**src/rtl/constant.sv**
```systemverilog
// Shared loader constants: memory geometry, acknowledge byte and FSM state encoding.
// No logic; imported by the instruction loader.
// Keep INST_SIZE in step with the instruction BRAM depth used by fetch.
package constant;

  localparam int         INST_SIZE = 15;
  localparam logic [7:0] ACK_BYTE  = 8'hAA;

  typedef enum logic [2:0] {
    S_IDLE,
    S_LEN,
    S_DATA,
    S_ACK,
    S_WAIT_TX,
    S_DONE,
    S_ERR
  } ld_state_t;

endpackage

```
**src/rtl/inst_loader.sv**
```systemverilog
// Loads a big-endian program image (32-bit word count, then words) from the UART into instruction memory.
// Latency: write strobe one cycle after the 4th byte of each word; ack requested the cycle after the last write.
// Backpressure: none on rx (bytes are single-cycle pulses); the ack waits in ACK while tx_busy is high.
module inst_loader #(
  parameter int INST_SIZE = constant::INST_SIZE
) (
  input  logic                 clk,
  input  logic                 rstn,
  input  logic                 load_en,
  input  logic [7:0]           rx_data,
  input  logic                 rx_ready,
  input  logic                 ferr,
  output logic                 we,
  output logic [INST_SIZE-1:0] waddr,
  output logic [31:0]          wdata,
  output logic [7:0]           tx_data,
  output logic                 tx_start,
  input  logic                 tx_busy,
  output logic                 done,
  output logic                 err
);
  import constant::*;

  // Largest legal word count: the whole memory.
  localparam logic [31:0] CAPACITY = 32'd1 << INST_SIZE;

  ld_state_t r_state;
  ld_state_t w_next;

  logic [1:0]           r_bcnt;
  logic [23:0]          r_sr;
  logic [31:0]          r_wcnt;
  logic [31:0]          r_n;
  logic                 r_we;
  logic [INST_SIZE-1:0] r_waddr;
  logic [31:0]          r_wdata;
  logic                 r_tx_start;
  logic                 r_seen_busy;
  logic [2:0]           r_txcnt;

  logic                 w_in_load;
  logic                 w_acc;
  logic                 w_last;
  logic [31:0]          w_word;
  logic [31:0]          w_wcnt_inc;

  // Byte acceptance and word assembly; a load_en drop wins over a same-cycle byte.
  always_comb begin
    w_in_load  = (r_state == S_LEN) || (r_state == S_DATA);
    w_acc      = w_in_load && load_en && rx_ready && !ferr;
    w_last     = w_acc && (r_bcnt == 2'd3);
    w_word     = {r_sr, rx_data};
    w_wcnt_inc = r_wcnt + 32'd1;
  end

  // Next-state decode.
  always_comb begin
    w_next = r_state;
    case (r_state)
      S_IDLE: begin
        if (load_en) w_next = S_LEN;
      end
      S_LEN: begin
        if (!load_en)               w_next = S_IDLE;
        else if (rx_ready && ferr)  w_next = S_ERR;
        else if (w_last) begin
          if (w_word == 32'd0)      w_next = S_ACK;
          else if (w_word > CAPACITY) w_next = S_ERR;
          else                      w_next = S_DATA;
        end
      end
      S_DATA: begin
        if (!load_en)                          w_next = S_IDLE;
        else if (rx_ready && ferr)             w_next = S_ERR;
        else if (w_last && (w_wcnt_inc == r_n)) w_next = S_ACK;
      end
      S_ACK: begin
        if (!tx_busy) w_next = S_WAIT_TX;
      end
      S_WAIT_TX: begin
        // Finish once the transmitter has risen and fallen, or if it never reacted.
        if (!tx_busy && (r_seen_busy || (r_txcnt == 3'd4))) w_next = S_DONE;
      end
      S_DONE:  w_next = S_DONE;
      S_ERR:   w_next = S_ERR;
      default: w_next = S_IDLE;
    endcase
  end

  // State register.
  always_ff @(posedge clk) begin
    if (!rstn) r_state <= S_IDLE;
    else       r_state <= w_next;
  end

  // Counters, shift register, write port and ack request.
  always_ff @(posedge clk) begin
    if (!rstn) begin
      r_bcnt      <= '0;
      r_sr        <= '0;
      r_wcnt      <= '0;
      r_n         <= '0;
      r_we        <= 1'b0;
      r_waddr     <= '0;
      r_wdata     <= '0;
      r_tx_start  <= 1'b0;
      r_seen_busy <= 1'b0;
      r_txcnt     <= '0;
    end else begin
      r_we       <= 1'b0;
      r_tx_start <= 1'b0;

      if (r_state == S_IDLE) begin
        r_bcnt <= '0;
        r_wcnt <= '0;
        r_sr   <= '0;
      end

      if (w_acc) begin
        r_sr   <= w_word[23:0];
        r_bcnt <= r_bcnt + 2'd1;
        if (w_last && (r_state == S_LEN)) r_n <= w_word;
        if (w_last && (r_state == S_DATA)) begin
          r_we    <= 1'b1;
          r_waddr <= r_wcnt[INST_SIZE-1:0];
          r_wdata <= w_word;
          r_wcnt  <= w_wcnt_inc;
        end
      end

      if ((r_state == S_ACK) && !tx_busy) begin
        r_tx_start  <= 1'b1;
        r_seen_busy <= 1'b0;
        r_txcnt     <= '0;
      end

      if (r_state == S_WAIT_TX) begin
        if (tx_busy)            r_seen_busy <= 1'b1;
        if (r_txcnt != 3'd4)    r_txcnt     <= r_txcnt + 3'd1;
      end
    end
  end

  assign we       = r_we;
  assign waddr    = r_waddr;
  assign wdata    = r_wdata;
  assign tx_start = r_tx_start;
  assign tx_data  = ACK_BYTE;
  assign done     = (r_state == S_DONE);
  assign err      = (r_state == S_ERR);

endmodule

```
**config.mk**
```make
export PLATFORM = sky130hd
export DESIGN_NAME = inst_loader
export DESIGN_NICKNAME = d
export VERILOG_FILES = /design/src/rtl/constant.sv /design/src/rtl/inst_loader.sv
export SDC_FILE = /design/constraint.sdc
export NUM_CORES = 1
export LEC_CHECK = 0
export BUFFER_PORTS_ARGS = -buffer_cell sky130_fd_sc_hd__buf_2
export CAP_MARGIN = 10
export CORE_MARGIN = 8
export CORE_UTILIZATION = 45
export DETAILED_ROUTE_END_ITERATION = 16
export PLACE_DENSITY_LB_ADDON = 0.2
export SYNTH_ARGS = -nofsm -noshare
export SYNTH_HDL_FRONTEND = slang
export SYNTH_SLANG_ARGS = --single-unit
```
**constraint.sdc**
```tcl
create_clock -name clk -period 2.9 [get_ports clk]
set_input_delay 0 -clock clk [delete_from_list [all_inputs] [get_ports clk]]
set_output_delay 0 -clock clk [all_outputs]
set_load 0.01 [all_outputs]
```
# After elaboration in Yosys (flattened, before gate mapping)
# Index checks and enable logic that the tools add are counted.
# classes
addsub	3
muxes	27
shift	0
n_div	0
mul	0
magnitude_cmp	1
n_eq_ne	15
bitwise	0
n_reduce_logical	21
# ops
op	count
32-bit two-way mux	3
24-bit two-way mux	2
3-bit two-way mux	14
32-bit by 1-bit adder with 32-bit output (second input constant)	1
32-bit equality test	1
32-bit by 16-bit greater-than comparator with 1-bit output (second input constant)	1
32-bit zero test	1
3-bit case mux with 7 select lines	1
3-bit equality test (second input constant)	4
1-bit logical AND	10
3-bit by 2-bit equality test with 1-bit output (second input constant)	2
2-bit inequality test (second input constant)	3
2-bit AND reduction	3
1-bit two-way mux	5
5-bit AND reduction	1
2-bit two-way mux	2
4-bit by 2-bit inequality test with 1-bit output (second input constant)	1
4-bit by 3-bit inequality test with 1-bit output (second input constant)	1
3-bit by 1-bit adder with 3-bit output (second input constant)	1
3-bit by 1-bit equality test with 1-bit output (second input constant)	1
3-bit zero test	1
3-bit inequality test (second input constant)	1
2-bit by 1-bit adder with 2-bit output (second input constant)	1
2-bit equality test (second input constant)	1
3 further kinds	5
# word_totals
latchBits	0
rom_bits	0
elab_cells	78
in_bits	14
out_inout_bits	59
register_bits	146
mem_count	0
ram_bits	0

# Longest topological paths before layout
# Gate-level depths: netlist of run 1.
# logic_depth
word_depth	11
ltp_mapped	10
mapped_depth_nobuf	10

# Least setup slack after synthesis of run 1
# Ideal clock, no wire load.
# synth_timing
kind	register to register
startpoint	register r_wcnt[0]
endpoint	register r_state[1]
path_buffers	0
stages_incl_launch_ff	10
path_slack_ns	-0.216
t_arrival_ns	2.986
period_less_slack_ns	3.116
setup_ns	0.129
path_cell_list	dfxtp_1 > ha_1 > nand3_2 > nor4_1 > mux2_2 > or4_1 > nor4_1 > nand4_1 > mux2i_1 > a21oi_1
# synth_via
elab_chain_len	5
# synth_rtl
item	line	rtl
start, declared	inst_loader.sv:32	logic [31:0] r_wcnt;
start signal, assigned	inst_loader.sv:127	r_wcnt <= w_wcnt_inc;
32-bit by 1-bit adder with 32-bit output	inst_loader.sv:53	w_wcnt_inc = r_wcnt + 32'd1;
32-bit equality test	inst_loader.sv:75	else if (w_last && (w_wcnt_inc == r_n)) w_next = S_ACK;
1-bit logical AND	inst_loader.sv:75	
4-bit by 2-bit inequality test with 1-bit output (no line)	n/a	
5-bit AND reduction (no line)	n/a	
end signal, assigned	inst_loader.sv:93	else r_state <= w_next;
end, declared	inst_loader.sv:27	ld_state_t r_state;
# Every way passes these cells.
# A chain may end at the register's enable or synchronous reset.

# Final worst setup path of run 1
# Same ends and word-level chain as after synthesis.

==> impl_metrics.csv, run 1 <==
group,metric,value,unit
timing,slew_headroom,0.355,
status,status,"complete, no violations",
logic_synthesis,synth_area,7480,µm²
power_and_ir_drop,seq_power_share,0.426,
cells_and_area,area_delta_synth_final,18.5,%
logic_synthesis,syn_area_per_cell,8.11,µm²
drt,vias_per_cell,5.53,
global_route,antenna_found_initial,0,
worst_setup_path,critPathLaunchType,"flop",
clock_tree,clk_pin_slew,0.06,ns
cells_and_area,nets,1018,
logic_synthesis,synth-simple-area-share,0.281,
floorplan,row_count,47,
logic_synthesis,yosys-mux-area-fraction,0.0500,
floorplan,core,16400,µm²
worst_setup_path,crit_path_max_fanout,4,
worst_setup_path,end_kind,"flop",
timing,setup-tns-final,0,ns
logic_synthesis,ys_ff_latch,146,
place,dp_hpwl,15500,µm
global_route,gr-usage-all-layers,0.206,
cells_and_area,antenna_cells,0,
logic_synthesis,ys.flop_type,"dfxtp_1",
drt,vias,6813,
clock_tree,insertion_delay,0.44,ns
global_route,grt_pass1_vias,6643,
drt,first_pass_iters,5,
run,drv_cap,0,
worst_setup_path,reg2reg_depth,9,
logic_synthesis,synth_common_cells,"nand2_1, dfxtp_1, a21oi_1",
clock_tree,cts_root_buf,"clkbuf_16",
power_and_ir_drop,combPwrFrac,0.096,
worst_setup_path,endpoint,"r_state[1]",
power_and_ir_drop,internal_power,3.56,mW
drt,drc,0,
floorplan,die_h,145,µm
logic_synthesis,synth.most_common_cell,"nand2_1",
logic_synthesis,synth_edf_count,0,
worst_hold_path,min_path_type,"in2reg",
drt,drtIter0Drc,628,
power_and_ir_drop,pwr_density_cell,538,nW/µm²
power_and_ir_drop,p_sw,1.21,mW
place,pre_cts_ws,0.00104,ns
timing,fin_crit,2.77,ns
clock_tree,cts_htree_levels,4,
logic_synthesis,yosysWarnings,0,
timing,rsz0062_at_grt,"false",
timing,setup_viol,0,
logic_synthesis,synth.top_cells.by_area,"dfxtp_1, nand2_1, a21boi_0",
cells_and_area,drive_gt1_frac,0.179,
worst_setup_path,r2r_start,"r_wcnt[0]",
drt,detail-route-antenna-nets,0,
worst_setup_path,r2r_slack,0.13,ns
timing,setup_ws,0.126,ns
logic_synthesis,synth_compound_area_frac,0.160,
clock_tree,clkSinkCount,146,
worst_setup_path,worstPathArrival,3.08,ns
worst_setup_path,crit_slowest_cell,"or4_1",
place,portBuffers,64,
worst_setup_path,worstPathRequired,3.21,ns
logic_synthesis,yosysTopAreaCell,"dfxtp_1",
logic_synthesis,synth_top_cell_area_share,0.391,
clock_tree,clockBufferDepth,2,
logic_synthesis,synth_cells,923,
floorplan,dieWidth,145,µm
timing,hold_viol_final,0,
power_and_ir_drop,ir_drop,0.421,mV
place,routabilityCongestion,0.958,
global_route,grt-ovfl-total,0,
power_and_ir_drop,power_frac_clock,0.478,
worst_setup_path,max_stage_delay,0.55,ns
logic_synthesis,ys_types,74,
power_and_ir_drop,leakage,3.54,nW
logic_synthesis,yosys.area_share.xor_xnor,0.0480,
logic_synthesis,synth_fa_ha_area_frac,0.00669,
timing,tightest_slew,0.967,ns
floorplan,start_util,0.456,
worst_setup_path,critPathLaunch,"r_wcnt[0]",
worst_setup_path,r2r_end,"r_state[1]",
floorplan,io_pins,73,
logic_synthesis,yosysSeqAreaShare,0.391,
logic_synthesis,async_flop_share,0,
logic_synthesis,synth_top_family_by_area,"simple AND/OR/NAND/NOR gates",
timing,skew,0.0215,ns
clock_tree,tritoncts,"yes",
global_route,grt_pass1_wl,35400,µm
worst_setup_path,worstSetupPathType,"reg2reg",
clock_tree,cts_buffers,17,
timing,fmax,360,MHz
worst_setup_path,crit_chain,"ha_1 -> nand3_2 -> nor4_4 -> mux2_2 -> or4_1 -> nor4_2 -> nand4_1 -> mux2i_1 -> a21oi_1",
drt,routed_wl,21500,µm
drt,post_drt_wl_per_cell,17.5,µm
floorplan,die-area,21000,µm²
timing,timing.final.crit_share,0.957,
power_and_ir_drop,switching_share,0.254,
global_route,grt_max_degree,105,
timing,slew_violations,0,
[what timing repair did]
action | 4_1_cts | 5_1_grt
hold buffers | 9 | 0
pin swaps | 0 | 5
endpoints found under the setup margin | 1 | 2
hold endpoints to repair | 26 | 0
setup buffers | 0 | 1
gates resized for setup | 1 | 1
[final cells by class]
cell class | instances | area [µm²]
Inverter | 7 | 26.3
Clock buffer | 19 | 453
Multi-Input combinational cell | 695 | 4150
Tap cell | 220 | 275
Sequential cell | 146 | 2920
Timing Repair Buffer | 133 | 886
Fill cell | 1552 | 7540
Clock inverter | 11 | 155
[cell usage in the layout, fill, tap and decap left out, types with 3 or more instances in the layout]
cell type / instances
nand2b_1: 6
nand4_1: 17
nor2b_1: 42
and4_1: 3
dlygate4sd3_1: 9
nor3_1: 22
a31oi_1: 8
ha_1: 4
mux2i_1: 34
conb_1: 8
a21boi_0: 49
xor2_1: 13
a21oi_1: 66
nand2_1: 161
nand3_1: 39
dfxtp_1: 146
nor3b_1: 6
bufinv_16: 3
clkinvlp_4: 4
nand3b_1: 3
xnor2_1: 28
nor4_1: 17
buf_2: 64
clkbuf_16: 17
nand4_2: 3
inv_1: 6
o22ai_1: 3
buf_4: 58
and3_1: 10
and2_1: 6
o32ai_1: 3
o21ai_0: 38
nor2_1: 45
or3_1: 5
[registers in the layout, indices dropped and copies added (netlist names)]
name	count
r_bcnt	2
r_n	32
r_seen_busy	1
r_sr	24
r_state	3
r_txcnt	3
r_wcnt	32
tx_start	1
waddr	15
wdata	32
we	1
[layer usage]
metal	GRT usage	wire (µm)	share of wire	vias up
met4	0.0805	479	0.022	0
met1	0.259	9750	0.45	3219
met5	0	0	0	-
li1	-	-	-	3346
met2	0.331	9970	0.46	215
met3	0.0519	1320	0.061	33
[worst max-delay path: cells and delay by family (launching register included)]
family / cells / cell delay, ns
and+or+nand+nor: 5 / 1.48
muxes: 2 / 0.56
DFF: 1 / 0.33
adders and majority gates: 1 / 0.20
AOI/OAI and AO/OA: 1 / 0.08
[power by group through the flow]
stage                     clock network, mW  logic (mW)  registers [mW]
final                                  2.28       0.458            2.03
after global routing                   2.40       0.501            2.04
after CTS                              2.31       0.454            2.03
after detailed placement                  0       0.443            2.08
after global placement                    0       0.445            2.08
after floorplan                           0       0.312            2.07
[per-stage QoR]
step	power, mW	instances	util	instance area [µm²]	hold WS [ns]
after floorplan	2.38	929	-	7520	0.0758
after global placement	2.52	1191	0.497	8150	0.251
after detailed placement	2.52	1191	0.497	8150	0.250
after CTS	4.80	1230	0.540	8860	0.0403
after global routing	4.94	1231	0.541	8870	0.0751
final	4.77	1231	0.541	8870	0.0544
[kinds of logic (layout without fill, tap and decap cells)]
logic type	after synthesis	count (layout)
compound gates	192	192
fa+ha+maj	4	4
mux	37	37
other cells	2	8
buf+inv	88	170
simple gates	413	413
flops	146	146
xor+xnor	41	41
[worst min path at each step]
stage                     slack (ns)  cells past startpoint       end     from
final                           0.05                      3  r_sr[17]     rstn
after global routing            0.08                      3  r_sr[22]     rstn
after CTS                       0.04                      3  r_sr[16]     rstn
after detailed placement        0.25                      2  tx_start  tx_busy
after global placement          0.25                      2  tx_start  tx_busy
after floorplan                 0.08                      1  tx_start  tx_busy
Note: power is estimated with default switching activity, not from simulation.
==> inputs of run 2 (changes only) <==
- CAP_MARGIN: 10 -> unset
- RECOVER_POWER: unset -> 50
==> run 2 against run 1 <==
  * Cell count stayed put
  * Clock power about the same
  * First-iteration DRC count is 3.2% lower
  * Register-to-register slack about the same
  * Clock skew rose by 0.0018 ns
  * Design area is 1.0% lower
  * Combinational power fell by 0.9%
  * Worst hold slack lost 0.0042 ns
  * Die area did not move
  * Critical endpoint unchanged
  * Largest cell class unchanged
  * Largest power group unchanged
  * Highest routed layer unchanged
==> impl_metrics.csv, run 2 (synthesized netlist as in run 1, its figures left out) <==
group,metric,value,unit
clock_tree,clkSinkCount,146,
power_and_ir_drop,seq_power_share,0.426,
cells_and_area,drive_gt1_frac,0.126,
timing,timing.final.crit_share,0.954,
power_and_ir_drop,pwr_density_cell,543,nW/µm²
worst_setup_path,worstSetupPathType,"reg2reg",
drt,vias,6876,
drt,drc,0,
global_route,grt_max_degree,105,
floorplan,row_count,47,
drt,drtIter0Drc,608,
floorplan,core,16400,µm²
clock_tree,tritoncts,"yes",
clock_tree,cts_htree_levels,4,
worst_setup_path,cp_top_family,"simple AND/OR/NAND/NOR gates",
cells_and_area,most-common-layout-cells,"nand2_1, dfxtp_1, a21oi_1",
worst_setup_path,path_buf_inv,0,
worst_setup_path,worstPathArrival,3.07,ns
cells_and_area,final_common_cell,"nand2_1",
drt,routed_wl,21600,µm
cells_and_area,register_area,2920,µm²
global_route,grt_pass1_wl,35400,µm
power_and_ir_drop,power_frac_clock,0.479,
worst_setup_path,end_kind,"flop",
timing,tightest_slew,0.960,ns
power_and_ir_drop,internal_power,3.56,mW
status,status,"complete, no violations",
drt,vias_per_cell,5.59,
place,dp_hpwl,15500,µm
worst_hold_path,min-delay-start,"rstn",
cells_and_area,nFillCells,1569,
timing,setup_viol,0,
timing,setup-tns-final,0,ns
place,place_inst,1191,
power_and_ir_drop,switching_share,0.255,
timing,rsz0062_at_grt,"false",
place,routabilityCongestion,0.958,
power_and_ir_drop,leakage,3.30,nW
timing,fmax,362,MHz
floorplan,die_h,145,µm
timing,fin_crit,2.77,ns
worst_setup_path,crit_slowest_cell,"or4_1",
drt,detail-route-antenna-nets,0,
worst_setup_path,crit_path_max_fanout,4,
worst_hold_path,min_path_type,"in2reg",
cells_and_area,final_util,0.535,
place,portBuffers,64,
cells_and_area,stdcell_count,1231,
power_and_ir_drop,total_power,4.77,mW
floorplan,start_util,0.456,
worst_setup_path,critPathLaunchType,"flop",
cells_and_area,antenna_cells,0,
clock_tree,clockBufferDepth,2,
power_and_ir_drop,combPwrFrac,0.095,
global_route,antenna_found_initial,0,
clock_tree,cts_buffers,17,
timing,slew_violations,0,
global_route,grt_pass1_vias,6643,
floorplan,io_pins,73,
worst_setup_path,worstPathRequired,3.21,ns
drt,first_pass_iters,5,
timing,slew_headroom,0.360,
worst_setup_path,critPathLaunch,"r_wcnt[0]",
global_route,gr-usage-all-layers,0.206,
cells_and_area,multi_input_area,4150,µm²
floorplan,dieWidth,145,µm
power_and_ir_drop,p_sw,1.21,mW
cells_and_area,nets,1018,
worst_setup_path,max_stage_delay,0.55,ns
timing,hold_viol_final,0,
clock_tree,clk_pin_slew,0.06,ns
clock_tree,cts_root_buf,"clkbuf_16",
timing,skew,0.0233,ns
global_route,grt-ovfl-total,0,
floorplan,die-area,21000,µm²
worst_setup_path,crit_chain,"ha_1 -> nand3_2 -> nor4_4 -> mux2_2 -> or4_1 -> nor4_2 -> nand4_1 -> mux2i_1 -> a21oi_1",
run,drv_cap,0,
drt,post_drt_wl_per_cell,17.5,µm
cells_and_area,area_delta_synth_final,17.3,%
clock_tree,insertion_delay,0.44,ns
power_and_ir_drop,ir_drop,0.422,mV
worst_setup_path,r2r_start,"r_wcnt[0]",
[run 2: final cells by class]
type,count,area share
Tap cell,220,0.0314
Sequential cell,146,0.333
Inverter,7,0.00299
Multi-Input combinational cell,695,0.472
Clock buffer,19,0.0516
Clock inverter,11,0.0177
Timing Repair Buffer,133,0.0913
[run 2: through the flow]
stage                     instance area, µm²  hold slack (ns)  setup WS, ns
after floorplan                         7520           0.0758        0.0552
after global placement                  8150            0.251        0.0716
after detailed placement                8150            0.250       0.00104
after CTS                               8860           0.0403        0.0569
after global routing                    8780           0.0751       0.00466
final                                   8780           0.0501         0.134
[run 2: per-layer routing]
metal	vias up	GRT usage	wire length [µm]
met3	38	0.0519	1400
met5	-	0	0
met4	0	0.0805	508
li1	3357	-	-
met1	3261	0.259	9730
met2	220	0.331	9940
[run 2: repair_timing]
item | CTS | global route
gates cloned | 0 | 0
hold endpoints to repair | 26 | 0
hold buffers | 9 | 0
pin swaps | 0 | 5
buffers inserted | 0 | 1
resized for setup | 1 | 1
endpoints found under the setup margin | 1 | 2
[run 2: tightest hold or removal path: stages]
cell and delay (ns):
buf_2 0.11, clkinv_1 0.26, a21oi_1 0.06
[run 2: path summary, 6_finish.rpt]
check	to	slack (ns)	cells after the start
max reg2reg	r_state[1]	0.13	9
min	r_sr[17]	0.05	3
min reg2reg	wdata[0]	0.46	2
max	r_state[1]	0.13	9
[run 2: power by group through the flow]
stage	sequential [mW]	combinational [mW]	clock, mW
2_1_floorplan	2.07	0.312	0
3_3_place_gp	2.08	0.445	0
3_5_place_dp	2.08	0.443	0
4_1_cts	2.03	0.454	2.31
5_1_grt	2.04	0.498	2.40
6_report	2.03	0.454	2.28
==> inputs of run 3 (changes only) <==
- GPL_ROUTABILITY_DRIVEN: unset -> 0
- clock period: 2.9 -> 3.4 ns (I/O delays scaled with it)
==> run 3 against run 2 <==
  * Worst setup slack better by 0.14 ns
  * Via count fell by 3.1%
  * Combinational power decreased by 19%
  * Critical path depth increased by 1
  * Design area is 4.2% lower
  * Count of clock-buffer cells in the layout grew 2
  * Cell count shrank 2.8%
  * Die area stayed put
  * Power shrank 20%
  * Non-clock buffer count fell by 36
  * Largest power group is now sequential cells
==> impl_metrics.csv, run 3 (synthesized netlist as in run 1, its figures left out) <==
group,metric,value,unit
timing,timing.final.crit_share,0.918,
cells_and_area,antenna_cells,0,
power_and_ir_drop,combPwrFrac,0.096,
worst_setup_path,crit_slowest_cell,"or4_4",
place,place_inst,1156,
timing,setup-tns-final,0,ns
clock_tree,cts_htree_levels,4,
drt,vias,6661,
floorplan,core,16400,µm²
drt,first_pass_iters,6,
floorplan,die-area,21000,µm²
timing,rsz0062_at_grt,"false",
worst_setup_path,r2r_end,"r_state[1]",
clock_tree,cts_resized,0,
worst_setup_path,r2r_slack,0.28,ns
cells_and_area,nFillCells,1571,
power_and_ir_drop,seq_power_share,0.454,
timing,setup_ws,0.278,ns
power_and_ir_drop,total_power,3.83,mW
clock_tree,insertion_delay,0.43,ns
power_and_ir_drop,pwr_density_cell,456,nW/µm²
floorplan,dieWidth,145,µm
worst_setup_path,crit_path_max_fanout,13,
cells_and_area,stdcell_count,1197,
clock_tree,tritoncts,"yes",
clock_tree,cts_buffers,17,
cells_and_area,multi_input_area,4120,µm²
worst_setup_path,crit_chain,"ha_1 -> nand3_2 -> buf_4 -> or4_4 -> o31a_1 -> a211o_1 -> nor4_2 -> nand4_1 -> mux2i_1 -> a21oi_1",
global_route,grt_pass1_vias,6271,
timing,slew_violations,0,
floorplan,io_pins,73,
worst_setup_path,worstSetupPathType,"reg2reg",
cells_and_area,register_area,2920,µm²
global_route,grt_max_degree,60,
cells_and_area,most-common-layout-cells,"nand2_1, dfxtp_1, a21oi_1",
status,status,"complete, no violations",
power_and_ir_drop,ir_drop,0.332,mV
place,pre_cts_ws,0.294,ns
cells_and_area,drive_gt1_frac,0.0901,
global_route,gr-usage-all-layers,0.197,
cells_and_area,final_common_cell,"nand2_1",
timing,slew_headroom,0.223,
drt,detail-route-antenna-nets,0,
cells_and_area,nets,982,
worst_setup_path,reg2reg_depth,10,
worst_setup_path,critPathLaunchType,"flop",
timing,fin_crit,3.12,ns
timing,tightest_slew,1.16,ns
worst_setup_path,cp_top_family,"simple AND/OR/NAND/NOR gates",
run,drv_cap,0,
worst_setup_path,path_buf_inv,1,
drt,routed_wl,20900,µm
clock_tree,clk_pin_slew,0.06,ns
timing,fmax,320,MHz
cells_and_area,area_delta_synth_final,12.3,%
worst_setup_path,max_stage_delay,0.61,ns
power_and_ir_drop,internal_power,2.80,mW
worst_setup_path,end_kind,"flop",
worst_setup_path,r2r_start,"r_wcnt[1]",
worst_hold_path,hold_depth,2,
worst_setup_path,worstPathRequired,3.69,ns
drt,drtIter0Drc,594,
floorplan,die_h,145,µm
floorplan,row_count,47,
drt,vias_per_cell,5.56,
worst_hold_path,min_path_type,"in2reg",
power_and_ir_drop,power_frac_clock,0.450,
worst_setup_path,endpoint,"r_state[1]",
global_route,grt_pass1_wl,34000,µm
clock_tree,clkSinkCount,146,
clock_tree,cts_root_buf,"clkbuf_16",
power_and_ir_drop,leakage,3.06,nW
drt,drc,0,
drt,post_drt_wl_per_cell,17.4,µm
global_route,grt-ovfl-total,0,
timing,skew,0.00911,ns
timing,setup_viol,0,
worst_setup_path,worstPathArrival,3.42,ns
cells_and_area,final_util,0.512,
worst_setup_path,crit_cells,10,
floorplan,start_util,0.456,
global_route,antenna_found_initial,0,
clock_tree,ctsHoldBuffers,9,
place,dp_hpwl,14600,µm
timing,hold_viol_final,0,
worst_setup_path,critPathLaunch,"r_wcnt[1]",
place,portBuffers,64,
clock_tree,cts_setup_buffers,0,
power_and_ir_drop,p_sw,1.03,mW
clock_tree,clockBufferDepth,2,
power_and_ir_drop,switching_share,0.269,
-- run 3: power by group through the flow --
stage	registers (mW)	logic, mW	clock network (mW)
after floorplan	1.76	0.266	0
after global placement	1.78	0.358	0
after detailed placement	1.78	0.359	0
after CTS	1.74	0.370	1.75
after global routing	1.74	0.404	1.83
final	1.74	0.368	1.73
-- run 3: worst min-delay path by stage --
| stage | startpoint | endpoint |
|---|---|---|
| floorplan | tx_busy | tx_start |
| global placement | tx_busy | tx_start |
| detailed placement | tx_busy | tx_start |
| CTS | rstn | r_state[0] |
| global route | rstn | r_state[0] |
| finish | rstn | r_state[0] |
-- run 3: layout make-up --
type	instances	area share
timing repair buffer	97	0.0618
tap	220	0.0327
sequential	146	0.348
inverter	7	0.00313
clock inverter	11	0.00953
clock buffer	21	0.0548
multi-input combinational	695	0.490
-- run 3: per-stage QoR --
stage          cell area, µm²  hold slack [ns]
3_3_place_gp             7850            0.247
4_1_cts                  8480           0.0137
2_1_floorplan            7510           0.0758
6_report                 8410           0.0261
3_5_place_dp             7850            0.248
5_1_grt                  8410           0.0409
-- run 3: per-layer routing --
metal	GRT usage	vias up	part of all wire
li1	-	3292	-
met1	0.252	3127	0.45
met2	0.315	200	0.47
met3	0.0504	42	0.059
met4	0.0673	0	0.022
met5	0	-	0
